### src/rtl/div_pkg.sv
// Shared constants and state encoding for the iterative divider.
package div_pkg;

  localparam int DIV_WIDTH = 32;
  localparam int DIV_ITER  = 32;

  localparam logic [DIV_WIDTH-1:0] DIV_BY_ZERO_LO = 32'hFFFF_FFFF;

  typedef enum logic [1:0] {
    IDLE = 2'd0,
    CALC = 2'd1,
    DONE = 2'd2
  } div_state_e;

endpackage

### src/rtl/div_if.sv
// EX-stage handshake between pipeline control (master) and the divider (slave).
interface div_if
  import div_pkg::*;
#(
  parameter int WIDTH = DIV_WIDTH
) ();

  logic             start_i;
  logic             signed_i;
  logic [WIDTH-1:0] dividend_i;
  logic [WIDTH-1:0] divisor_i;
  logic             stall_i;
  logic             flush_i;
  logic             mem_except_i;
  logic             stall_o;
  logic             done_o;
  logic [WIDTH-1:0] lo_o;
  logic [WIDTH-1:0] hi_o;

  modport master (
    output start_i, signed_i, dividend_i, divisor_i, stall_i, flush_i, mem_except_i,
    input  stall_o, done_o, lo_o, hi_o
  );

  modport slave (
    input  start_i, signed_i, dividend_i, divisor_i, stall_i, flush_i, mem_except_i,
    output stall_o, done_o, lo_o, hi_o
  );

endinterface

### src/rtl/div_abs_neg.sv
// Conditional two's-complement: passes i_val through, or negates it when i_neg.
// Serves both operand magnitude extraction and result sign correction.
module div_abs_neg
  import div_pkg::*;
#(
  parameter int WIDTH = DIV_WIDTH
) (
  input  logic [WIDTH-1:0] i_val,
  input  logic             i_neg,
  output logic [WIDTH-1:0] o_val
);

  assign o_val = i_neg ? ((~i_val) + WIDTH'(1)) : i_val;

endmodule

### src/rtl/div_unit.sv
// Iterative radix-2 restoring divider for DIV/DIVU: quotient on LO, remainder on HI.
// Holds EX stalled while iterating; flush aborts, a MEM exception releases the stall.
module div_unit
  import div_pkg::*;
#(
  parameter int WIDTH = DIV_WIDTH,
  parameter int ITER  = DIV_ITER
) (
  input logic  clk_i,
  input logic  rst_ni,
  div_if.slave bus
);

  // state | meaning
  // IDLE  | waiting for a divide in EX; start_i requests a stall immediately
  // CALC  | one quotient bit per cycle for ITER cycles
  // DONE  | results valid on lo_o/hi_o; held while stall_i

  localparam int              CW       = $clog2(ITER);
  localparam logic [1:0]      ST_IDLE  = 2'(IDLE);
  localparam logic [1:0]      ST_CALC  = 2'(CALC);
  localparam logic [1:0]      ST_DONE  = 2'(DONE);
  localparam logic [CW-1:0]   CNT_LAST = CW'(ITER - 1);

  logic [1:0]       r_state;
  logic [CW-1:0]    r_cnt;
  logic [WIDTH-1:0] r_rem;
  logic [WIDTH-1:0] r_quo;
  logic [WIDTH-1:0] r_dvs;
  logic             r_qneg;
  logic             r_rneg;
  logic [WIDTH-1:0] r_lo;
  logic [WIDTH-1:0] r_hi;

  logic             w_dvd_neg;
  logic             w_dvs_neg;
  logic             w_div_zero;
  logic [WIDTH-1:0] w_dvd_abs;
  logic [WIDTH-1:0] w_dvs_abs;
  logic [WIDTH:0]   w_rem_sh;
  logic [WIDTH:0]   w_trial;
  logic             w_fit;
  logic [WIDTH-1:0] w_rem_nxt;
  logic [WIDTH-1:0] w_quo_nxt;
  logic [WIDTH-1:0] w_lo_fix;
  logic [WIDTH-1:0] w_hi_fix;

  assign w_dvd_neg  = bus.signed_i & bus.dividend_i[WIDTH-1];
  assign w_dvs_neg  = bus.signed_i & bus.divisor_i[WIDTH-1];
  assign w_div_zero = (bus.divisor_i == '0);

  div_abs_neg #(.WIDTH(WIDTH)) u_abs_dvd (
    .i_val (bus.dividend_i),
    .i_neg (w_dvd_neg),
    .o_val (w_dvd_abs)
  );

  div_abs_neg #(.WIDTH(WIDTH)) u_abs_dvs (
    .i_val (bus.divisor_i),
    .i_neg (w_dvs_neg),
    .o_val (w_dvs_abs)
  );

  // Magnitudes are unsigned, so |0x8000_0000| needs no special path;
  // the extra trial bit covers a shifted remainder up to 2*divisor-1.
  assign w_rem_sh  = {r_rem, r_quo[WIDTH-1]};
  assign w_trial   = w_rem_sh - {1'b0, r_dvs};
  assign w_fit     = ~w_trial[WIDTH];
  assign w_rem_nxt = w_fit ? w_trial[WIDTH-1:0] : w_rem_sh[WIDTH-1:0];
  assign w_quo_nxt = {r_quo[WIDTH-2:0], w_fit};

  div_abs_neg #(.WIDTH(WIDTH)) u_fix_lo (
    .i_val (w_quo_nxt),
    .i_neg (r_qneg),
    .o_val (w_lo_fix)
  );

  div_abs_neg #(.WIDTH(WIDTH)) u_fix_hi (
    .i_val (w_rem_nxt),
    .i_neg (r_rneg),
    .o_val (w_hi_fix)
  );

  always_ff @(posedge clk_i or negedge rst_ni) begin
    if (!rst_ni) begin
      r_state <= ST_IDLE;
      r_cnt   <= '0;
      r_rem   <= '0;
      r_quo   <= '0;
      r_dvs   <= '0;
      r_qneg  <= 1'b0;
      r_rneg  <= 1'b0;
      r_lo    <= '0;
      r_hi    <= '0;
    end else if (bus.flush_i) begin
      r_state <= ST_IDLE;
      r_cnt   <= '0;
    end else begin
      case (r_state)
        ST_IDLE: begin
          if (bus.start_i) begin
            r_cnt  <= '0;
            r_rem  <= '0;
            r_quo  <= w_dvd_abs;
            r_dvs  <= w_dvs_abs;
            r_qneg <= w_dvd_neg ^ w_dvs_neg;
            r_rneg <= w_dvd_neg;
            if (w_div_zero) begin
              r_lo    <= DIV_BY_ZERO_LO;
              r_hi    <= bus.dividend_i;
              r_state <= ST_DONE;
            end else begin
              r_state <= ST_CALC;
            end
          end
        end
        ST_CALC: begin
          r_rem <= w_rem_nxt;
          r_quo <= w_quo_nxt;
          r_cnt <= r_cnt + CW'(1);
          if (r_cnt == CNT_LAST) begin
            r_lo    <= w_lo_fix;
            r_hi    <= w_hi_fix;
            r_cnt   <= '0;
            r_state <= ST_DONE;
          end
        end
        ST_DONE: begin
          // start_i is still the retiring instruction here, so it is ignored.
          if (!bus.stall_i) begin
            r_state <= ST_IDLE;
          end
        end
        default: r_state <= ST_IDLE;
      endcase
    end
  end

  assign bus.stall_o = ~bus.mem_except_i &
                       (((r_state == ST_IDLE) & bus.start_i) | (r_state == ST_CALC));
  assign bus.done_o  = (r_state == ST_DONE);
  assign bus.lo_o    = r_lo;
  assign bus.hi_o    = r_hi;

endmodule
### src/flat_wrapper.sv
// flat-port wrapper written by rule: the top's interface ports become plain ports
module div_unit_flat import div_pkg::*;
#(
  parameter int WIDTH = DIV_WIDTH,
  parameter int ITER  = DIV_ITER
)
  (clk_i, rst_ni, bus_start_i, bus_signed_i, bus_dividend_i, bus_divisor_i, bus_stall_i, bus_flush_i, bus_mem_except_i, bus_stall_o, bus_done_o, bus_lo_o, bus_hi_o);
  div_if #(.WIDTH(WIDTH)) bus_i ();
  input logic clk_i;
  input logic rst_ni;
  input wire logic [$bits(bus_i.start_i)-1:0] bus_start_i;
  input wire logic [$bits(bus_i.signed_i)-1:0] bus_signed_i;
  input wire logic [$bits(bus_i.dividend_i)-1:0] bus_dividend_i;
  input wire logic [$bits(bus_i.divisor_i)-1:0] bus_divisor_i;
  input wire logic [$bits(bus_i.stall_i)-1:0] bus_stall_i;
  input wire logic [$bits(bus_i.flush_i)-1:0] bus_flush_i;
  input wire logic [$bits(bus_i.mem_except_i)-1:0] bus_mem_except_i;
  output wire logic [$bits(bus_i.stall_o)-1:0] bus_stall_o;
  output wire logic [$bits(bus_i.done_o)-1:0] bus_done_o;
  output wire logic [$bits(bus_i.lo_o)-1:0] bus_lo_o;
  output wire logic [$bits(bus_i.hi_o)-1:0] bus_hi_o;
  assign bus_i.start_i = bus_start_i;
  assign bus_i.signed_i = bus_signed_i;
  assign bus_i.dividend_i = bus_dividend_i;
  assign bus_i.divisor_i = bus_divisor_i;
  assign bus_i.stall_i = bus_stall_i;
  assign bus_i.flush_i = bus_flush_i;
  assign bus_i.mem_except_i = bus_mem_except_i;
  assign bus_stall_o = bus_i.stall_o;
  assign bus_done_o = bus_i.done_o;
  assign bus_lo_o = bus_i.lo_o;
  assign bus_hi_o = bus_i.hi_o;
  div_unit #(.WIDTH(WIDTH), .ITER(ITER)) u_core (.clk_i(clk_i), .rst_ni(rst_ni), .bus(bus_i));
endmodule
### config.mk
export PLATFORM = sky130hd
export DESIGN_NAME = div_unit_flat
export DESIGN_NICKNAME = d
export VERILOG_FILES = /design/src/rtl/div_pkg.sv /design/src/rtl/div_if.sv /design/src/rtl/div_abs_neg.sv /design/src/rtl/div_unit.sv /design/src/flat_wrapper.sv
export SDC_FILE = /design/constraint.sdc
export NUM_CORES = 1
export LEC_CHECK = 0
export CORE_MARGIN = 1
export CORE_UTILIZATION = 52
export CTS_CLUSTER_DIAMETER = 120
export CTS_CLUSTER_SIZE = 24
export DETAILED_ROUTE_END_ITERATION = 8
export MAX_ROUTING_LAYER = met4
export PLACE_DENSITY = 0.88
export SYNTH_ARGS = -nofsm -noshare
export SYNTH_HDL_FRONTEND = slang
export SYNTH_SLANG_ARGS = --single-unit
### constraint.sdc
create_clock -name clk_i -period 4.45 [get_ports clk_i]
set_input_delay 0.445 -clock clk_i [delete_from_list [all_inputs] [get_ports clk_i]]
set_output_delay 0.445 -clock clk_i [all_outputs]
set_load 0.01 [all_outputs]
== Word level (Yosys, flattened, before mapping) ==
Cells that the tools add are included.

* Flip-flop bits (word level): 169
* Output and inout bits: 66
* Word-level logic and storage cells: 73

* $add $sub $neg: 6
* Eq/ne operators: 9
* Multiplexer cells: 27
* Bitwise logic cells: 13
* Reductions and logical operators: 9

{| class="wikitable"
|+ Operators with widths
! cell !! number
|-
| $mux W32 || 13
|-
| $pmux W32 S2 || 4
|-
| $add A32 B1 Y32 const B || 4
|-
| $not A32 Y32 || 4
|-
| $sub A33 B32 Y33 || 1
|-
| $logic_not A32 Y1 || 1
|-
| $mux W5 || 3
|-
| $mux W2 || 5
|-
| $pmux W5 S2 || 1
|-
| $reduce_and A3 Y1 || 3
|-
| $ne A3 B3 Y1 const B || 2
|-
| $pmux W2 S3 || 1
|-
| $add A5 B1 Y5 const B || 1
|-
| $eq A5 B5 Y1 const B || 1
|-
| $reduce_and A5 Y1 || 1
|-
| $and A1 B1 Y1 || 4
|-
| $ne A2 B1 Y1 const B || 2
|-
| $ne A3 B2 Y1 const B || 1
|-
| $not A1 Y1 || 3
|-
| $reduce_bool A3 Y1 || 1
|-
| $eq A2 B1 Y1 const B || 1
|-
| $eq A2 B2 Y1 const B || 1
|-
| $logic_not A2 Y1 || 1
|-
| $ne A2 B2 Y1 const B || 1
|-
| other kinds (4) || 4
|}

== Longest topological paths before layout ==
Gate-level depths: netlist of run 1.

* Word-level depth: 7
* Depth in mapped cells: 25
* Gate-level depth less buffers: 22

== By module ==
A second synthesis of run 1 with hierarchy kept.

* Cells, all modules: 1,394
* Area, all modules: 12,469.5 µm²

{| class="wikitable"
|+ By module, submodules not included
! module !! instances !! cells each !! area each (µm²) !! seq. area each (µm²)
|-
| div_unit || 1 || 998 || 9,361.5 || 4,229.1
|-
| div_abs_neg || 4 || 99 || 777.0 || 0.0
|}

== Least setup slack after synthesis of run 1 ==
Ideal clock, no wire load.

* Path kind: reg2reg
* Start: reg u_core.r_quo[31]
* End: reg u_core.r_hi[26], in the netlist u_core.bus.hi_o[26]
* Setup time: 0.126 ns
* Data arrival time: 4.670 ns
* Path slack: -0.346 ns
* Cell stages (with the launch flop): 24
* Period minus slack after synthesis: 4.796 ns
* Cells stage by stage: dfrtp_1 > inv_1 > ha_1 > inv_1 > fa_1 > nand3_1 > a21oi_1 > o21ai_2 > a211oi_2 > nor3_2 > nor2_8 > inv_2 > buf_2 > buf_2 > buf_2 > nor2_1 > a21oi_1 > ha_1 > nand3_1 > o41a_1 > nor4_4 > a21oi_1 > xnor2_1 > a221o_1

* Cells in the longest elaborated chain, start to end: 7

{| class="wikitable"
|+ Ends and longest elaborated chain
! item !! line !! source
|-
| start: declaration || div_unit.sv:28 || <nowiki>logic [WIDTH-1:0] r_quo;</nowiki>
|-
| start signal: assignment || div_unit.sv:104 || <nowiki>r_quo <= w_dvd_abs;</nowiki>
|-
| start signal: assignment || div_unit.sv:119 || <nowiki>r_quo <= w_quo_nxt;</nowiki>
|-
| $sub A33 B32 Y33 || div_unit.sv:67 || <nowiki>assign w_trial = w_rem_sh - {1'b0, r_dvs};</nowiki>
|-
| $mux W32 (*) || div_unit.sv:69 || <nowiki>assign w_rem_nxt = w_fit ? w_trial[WIDTH-1:0] : w_rem_sh[WIDTH-1:0];</nowiki>
|-
| $not A32 Y32 || div_abs_neg.sv:13 || <nowiki>assign o_val = i_neg ? ((~i_val) + WIDTH'(1)) : i_val;</nowiki>
|-
| $add A32 B1 Y32 || div_abs_neg.sv:13 ||
|-
| $mux W32 (*) || div_abs_neg.sv:13 ||
|-
| $mux W32 (*) || div_unit.sv:121 || <nowiki>if (r_cnt == CNT_LAST) begin</nowiki>
|-
| $pmux W32 S2 (*) || div_unit.sv:99 || <nowiki>case (r_state)</nowiki>
|-
| end signal: assignment || div_unit.sv:110 || <nowiki>r_hi <= bus.dividend_i;</nowiki>
|-
| end signal: assignment || div_unit.sv:123 || <nowiki>r_hi <= w_hi_fix;</nowiki>
|-
| end: declaration || div_unit.sv:33 || <nowiki>logic [WIDTH-1:0] r_hi;</nowiki>
|}

Every way passes the cells marked *; elsewhere a longest branch is shown, timed or not. The select of a mux whose other input is x is not followed.
A chain may end at the register's enable or synchronous reset.

== Worst setup path after layout of run 1 ==
* Start: reg u_core.r_rem[10]
* End: reg u_core.r_lo[28], in the netlist u_core.bus.lo_o[28]

* Cells in the longest elaborated chain, start to end: 7

{| class="wikitable"
|+ Ends and longest elaborated chain
! item !! line !! source
|-
| start: declaration || div_unit.sv:27 || <nowiki>logic [WIDTH-1:0] r_rem;</nowiki>
|-
| start signal: assignment || div_unit.sv:118 || <nowiki>r_rem <= w_rem_nxt;</nowiki>
|-
| $sub A33 B32 Y33 || div_unit.sv:67 ||
|-
| $not A1 Y1 || div_unit.sv:68 || <nowiki>assign w_fit = ~w_trial[WIDTH];</nowiki>
|-
| $not A32 Y32 || div_abs_neg.sv:13 ||
|-
| $add A32 B1 Y32 || div_abs_neg.sv:13 ||
|-
| $mux W32 || div_abs_neg.sv:13 ||
|-
| $mux W32 || div_unit.sv:121 ||
|-
| $pmux W32 S2 || div_unit.sv:99 ||
|-
| end signal: assignment || div_unit.sv:122 || <nowiki>r_lo <= w_lo_fix;</nowiki>
|-
| end: declaration || div_unit.sv:32 || <nowiki>logic [WIDTH-1:0] r_lo;</nowiki>
|}

No other way between the ends. The select of a mux whose other input is x is not followed.

==> results.toml, run 1 <==
[global_routing]
grt_max_degree = 108
grt_usage_pct = 29.7
grt_antenna_before_repair = 1
overflow = 0
grt_pass1_wl_um = 55800
grt_pass1_vias = 11038

[critical_path]
startpoint_type = "flop"
slowest_stage = "dfrtp_1"
worstPathArrival_ps = 4580
ff2ff_setup_slack_ps = 140
required_ps = 4730
cpPeakStageDelay_ps = 440
crit_path_max_fanout = 10
path_class = "reg2reg"
cp-end-kind = "flop"
crit_path_cell_trace = "ha_1 -> a21oi_1 -> o21ai_1 -> a21oi_2 -> a211oi_4 -> nor3_4 -> nor2_8 -> inv_4 -> ha_1 -> nand2b_1 -> or3_4 -> or2_1 -> or3_4 -> o41ai_2 -> xor2_1 -> a31oi_1"

[outcome]
status = "finished clean"

[cells_and_area]
layout.cells.non_filler = 1968
drive_gt1_share_pct = 9.73
ff_latch_area_um2 = 4230
multi_input_area_um2 = 7630
fin_util_pct = 64.9
syn_to_final_growth_pct = 21.1
fin_area_um2 = 14800
nets = 1751
nFillCells = 1915

[placement]
place_hpwl_um = 26100
portBuffers = 136
dp_cells = 1931
dpl_cell_area_um2 = 14100
gp_congestion = 0.923
post-place-ws_ps = -69.7

[timing]
finalHoldViolCount = 0
fin_crit_sh_pct = 96.7
slew_viol_final = 0
worst_slew_pin_slew_ps = 1030
fin_skew_ps = 10.3
setup_viol = 0
setup_tns_ps = 0
fin_crit_ps = 4310
relSlewSlack_pct = 31.0
max_freq_mhz = 232
fin_ws_ps = 145

[logic_synthesis]
synthArstFlopShare_pct = 100
syn_area_per_cell_um2 = 8.10
yosysWarnings = 0
synth_nets = 1622
syn_area_um2 = 12300
synth_seq_cells = 169
ys.flop_type = "dfrtp_1"
ys_seq_area_share_pct = 34.5
synth_cell_type_count = 87
syn_inst = 1512
synth_edf_count = 0

[job]
drv_cap = 0

[clock_network]
htreeDepth = 4
clock_latency_ps = 440
cts_buffer_depth = 2
root_buffer = "clkbuf_16"
cts_tree = "built"
clock-sinks = 169
clk_pin_slew_ps = 70
ctsHoldBuffers = 0
cts_made_buffers = 17

[pwr]
power_density_nw_per_um2 = 915
p_leak_nw = 5.98
irDropWorstVdd_uv = 379

[hold_path]
min_path_type = "in2async"

[detailed_routing]
ant_nets = 0
drt_first_pass_iters = 6
drt_iter0_markers = 903
via_count = 11841
routedWlPerCell_um = 17.5
drcViolationCount = 0
finalWirelength_um = 34500
viasPerCell = 6.02

[floorplan]
start_util_pct = 53.6
io_pins = 137
die_w_um = 156
die_area_um2 = 24200
num_rows = 55
core_um2 = 22800
die_y_um = 156
-- cell usage after synthesis, types with 16 or more instances --
cell type	n	share of area, %
a21oi_1	121	4.9
a31oi_1	36	1.8
and3_1	16	0.82
buf_2	23	0.94
clkbuf_1	56	1.7
dfrtp_1	169	35
ha_1	38	3.9
inv_1	47	1.4
mux2i_1	31	2.5
nand2_1	196	6.0
nand3_1	16	0.65
nor2_1	130	4.0
nor3_1	34	1.4
o21ai_0	182	7.4
o31ai_1	30	1.8
or3_1	31	1.6
xnor2_1	56	4.0
xor2_1	80	5.7
-- area by class of cell --
| type | instances | area share, % |
|---|---|---|
| Multi-Input combinational cell | 1212 | 51.5 |
| Clock buffer | 18 | 2.96 |
| Sequential cell | 169 | 28.5 |
| Clock inverter | 14 | 1.05 |
| Timing Repair Buffer | 192 | 12.1 |
| Tap cell | 313 | 2.64 |
| Inverter | 49 | 1.26 |
| Antenna cell | 1 | 0.0169 |
-- stage by stage --
stage	power, mW	hold slack (ps)
finish	13.6	158
global route	14.6	227
CTS	13.2	185
detailed placement	11.7	470
global placement	11.4	461
floorplan	8.92	149
-- final timing paths --
kind,cells after the start,start,end
min in group clk_i,2,u_core.r_dvs[15],u_core.r_dvs[15]
max in group asynchronous,2,rst_ni,u_core.r_rem[25]
hold reg to reg,2,u_core.r_dvs[15],u_core.r_dvs[15]
setup / recovery,16,u_core.r_rem[10],u_core.bus.lo_o[28]
setup reg to reg,16,u_core.r_rem[10],u_core.bus.lo_o[28]
hold / removal,1,rst_ni,u_core.r_quo[5]
-- worst max-delay path: cells and delay by family (launching register included) --
family                   cells  cell delay, ps
flip-flops                   1             440
AND/OR/NAND/NOR              6            1520
buffers and inverters        1             130
XOR/XNOR                     1             190
AO/OA/AOI/OAI                6            1260
adder cells (fa/ha/maj)      2             600
-- flip-flops by register name, indices dropped and copies added (netlist names) --
| name | flops |
|---|---|
| u_core.r_dvs | 32 |
| u_core.bus.lo_o | 32 |
| u_core.r_rneg | 1 |
| u_core.r_qneg | 1 |
| u_core.r_state | 2 |
| u_core.r_quo | 32 |
| u_core.r_cnt | 5 |
| u_core.r_rem | 32 |
| u_core.bus.hi_o | 32 |
-- logic make-up (layout without fill, tap and decap cells) --
kind of cell / Yosys count / count (layout) / synth area share (%)
xor+xnor: 136 / 136 / 9.72
flops: 169 / 169 / 34.5
other cells: 0 / 1 / 0
buf+inv: 131 / 273 / 4.31
mux: 34 / 34 / 2.81
compound gates: 488 / 488 / 24.5
simple gates: 515 / 515 / 20.1
fa+ha+maj: 39 / 39 / 4.04
-- report_power, final --
group          switching, mW  internal [mW]
Sequential             0.693           2.19
Combinational           5.39           3.79
Clock                  0.703          0.812
Total                   6.79           6.79
-- repair_timing --
action                     CTS  global route
gates cloned                 0             0
resized for setup            1            19
buffers inserted             1             3
pin swaps                    1             6
setup endpoints to repair    4            15
-- layout by cell type, fill, tap and decap left out, types with 9 or more instances in the layout --
| master | n |
|---|---|
| and2_1 | 9 |
| inv_1 | 47 |
| nand2_1 | 196 |
| mux2i_1 | 30 |
| a31oi_1 | 36 |
| xnor2_1 | 56 |
| nor2b_1 | 10 |
| a21oi_2 | 9 |
| ha_1 | 32 |
| nand4_1 | 10 |
| o21ai_0 | 181 |
| nand3_1 | 15 |
| clkdlybuf4s50_1 | 135 |
| clkbuf_16 | 17 |
| o31ai_1 | 30 |
| dfrtp_1 | 169 |
| nor2_1 | 129 |
| buf_4 | 55 |
| xor2_1 | 80 |
| nor4_1 | 11 |
| and3_1 | 16 |
| nor3_1 | 34 |
| or3_1 | 30 |
| a21oi_1 | 115 |
| o41ai_1 | 10 |
-- metal layers --
| layer | wire (µm) | vias to the layer above | share of wire (%) | track usage [%] |
|---|---|---|---|---|
| met3 | 2500 | 70 | 7.2 | 3.70 |
| met1 | 15200 | 5613 | 44 | 39.5 |
| met5 | 0 | - | 0 | - |
| li1 | - | 5671 | - | - |
| met2 | 15900 | 487 | 46 | 46.8 |
| met4 | 944 | 0 | 2.7 | 10.6 |
(Power assumes the default switching activity.)
==> inputs of run 2 (changes only) <==
--- a/config.mk
+++ b/config.mk
@@ -12,6 +12,8 @@
 export DETAILED_ROUTE_END_ITERATION = 8
 export MAX_ROUTING_LAYER = met4
 export PLACE_DENSITY = 0.88
+export SETUP_SLACK_MARGIN = 0.4
+export SLEW_MARGIN = 5
 export SYNTH_ARGS = -nofsm -noshare
 export SYNTH_HDL_FRONTEND = slang
 export SYNTH_SLANG_ARGS = --single-unit
==> results.toml, run 2 (synthesis results as in run 1) <==
[outcome]
status = "finished clean"

[detailed_routing]
drt_iter0_markers = 876
viasPerCell = 6.07
drcViolationCount = 0
drt_first_pass_iters = 6
via_count = 11985
routedWlPerCell_um = 18.0
finalWirelength_um = 35500
ant_nets = 0

[hold_path]
min_path_type = "in2async"

[cells_and_area]
nFillCells = 1845
final_cell_mix = "nand2_1 (195), o21ai_0 (174), dfrtp_1 (167)"
drive_gt1_share_pct = 12.5
nets = 1761
syn_to_final_growth_pct = 25.2
fin_area_um2 = 15300
antenna_cells = 0
final_common_cell = "nand2_1"

[floorplan]
die_w_um = 156
core_um2 = 22800
die_area_um2 = 24200
die_y_um = 156
io_pins = 137
num_rows = 55
start_util_pct = 53.6

[critical_path]
required_ps = 4750
r2r.worst_path.cells = 19
critPathCapture = "u_core.bus.hi_o[30]"
slowest_stage = "ha_1"
cp-startpoint = "u_core.r_rem[5]"
crit_path_max_fanout = 8
worstPathArrival_ps = 4370
startpoint_type = "flop"
path_class = "reg2reg"
r2r-start = "u_core.r_rem[5]"
cp-end-kind = "flop"
ff2ff_setup_slack_ps = 380
crit_path_cell_trace = "ha_1 -> nand4_1 -> a21oi_4 -> o21ai_4 -> a211oi_4 -> o21a_2 -> nor2_8 -> inv_8 -> mux2i_4 -> ha_4 -> nand3b_1 -> nor3_2 -> o21ai_1 -> o41a_1 -> nor4_4 -> buf_4 -> a31oi_2 -> xnor2_1 -> o22ai_1"
cpPeakStageDelay_ps = 430
reg2reg_to = "u_core.bus.hi_o[30]"

[timing]
fin_skew_ps = 11.9
whs_ps = 130
relSlewSlack_pct = 25.1
worst_slew_pin_slew_ps = 1120
setup_tns_ps = 0
fin_crit_sh_pct = 91.5
finalHoldViolCount = 0
slew_viol_final = 0
rsz0062_at_grt = "true"
fin_crit_ps = 4070
max_freq_mhz = 246
setup_viol = 0

[global_routing]
grt_usage_pct = 30.3
grt_pass1_vias = 11121
overflow = 0
grt_max_degree = 110
grt_pass1_wl_um = 56800
grt_antenna_before_repair = 0

[job]
drv_cap = 0

[clock_network]
clock_latency_ps = 440
root_buffer = "clkbuf_16"
cts_tree = "built"
clock-sinks = 169
cts_buffer_depth = 2
htreeDepth = 4
cts_made_buffers = 17
ctsHoldBuffers = 0
clk_pin_slew_ps = 70

[placement]
dpl_cell_area_um2 = 14100
gp_congestion = 0.945
place_hpwl_um = 26100
portBuffers = 136

[pwr]
power_density_nw_per_um2 = 936
p_leak_nw = 6.10
irDropWorstVdd_uv = 456
run 2: cell count changes in the layout (fill, tap and decap cells not counted), moves of 3 or more:
cell	change
buf_4	+7
a21oi_1	-8
ha_4	+15
bufinv_16	+3
a21oi_2	+6
o21ai_1	+4
ha_1	-14
clkinvlp_4	-4
o21ai_0	-7
run 2: worst min-delay path by stage:
stage	from	to	slack [ps]
floorplan	rst_ni	u_core.bus.hi_o[0]	150
global placement	u_core.r_dvs[14]	u_core.r_dvs[14]	460
detailed placement	u_core.bus.hi_o[5]	u_core.bus.hi_o[5]	470
CTS	rst_ni	u_core.bus.lo_o[1]	190
global route	rst_ni	u_core.bus.lo_o[4]	220
finish	rst_ni	u_core.bus.lo_o[1]	130
run 2: where the power goes:
part	internal, mW	switching (mW)
Combinational	4.14	5.69
Sequential	2.19	0.705
Clock	0.954	0.677
run 2: layer usage:
layer | track usage [%] | share of wire [%]
met1 | 39.6 | 43
met2 | 48.9 | 47
met3 | 4.62 | 7.7
met4 | 8.73 | 2.2
met5 | - | 0
run 2: metrics by stage:
step / power, mW / cells / utilization (%) / setup WS (ps)
floorplan: 8.94 / 1512 / - / 53.9
global placement: 11.5 / 1928 / 61.9 / 147
detailed placement: 11.7 / 1928 / 61.9 / 8.62
CTS: 13.8 / 1967 / 66.1 / 428
global route: 15.4 / 1976 / 67.1 / 239
finish: 14.4 / 1976 / 67.1 / 379
run 2: final cells by class:
| class | instances | area, µm² | area share (%) |
|---|---|---|---|
| clock buffers | 17 | 425 | 2.77 |
| clock inverters | 14 | 214 | 1.39 |
| inverters | 49 | 191 | 1.25 |
| multi-input cells | 1212 | 7990 | 52.1 |
| flip-flops and latches | 169 | 4230 | 27.6 |
| well taps | 313 | 392 | 2.55 |
| repair buffers | 202 | 1900 | 12.4 |
run 2: repair_timing:
item / CTS / global route
pin swaps: 14 / 13
cloned: 0 / 0
setup buffers: 8 / 9
endpoints found under the setup margin: 16 / 20
gates resized for setup: 39 / 38
run 2: worst max-delay path: cells and delay by family (launching register included):
| family | cells | cell delay, ps |
|---|---|---|
| compound gates | 8 | 1330 |
| simple gates | 5 | 800 |
| mux | 1 | 300 |
| xor+xnor | 1 | 190 |
| fa+ha+maj | 2 | 620 |
| buf+inv | 2 | 300 |
| flops | 1 | 410 |
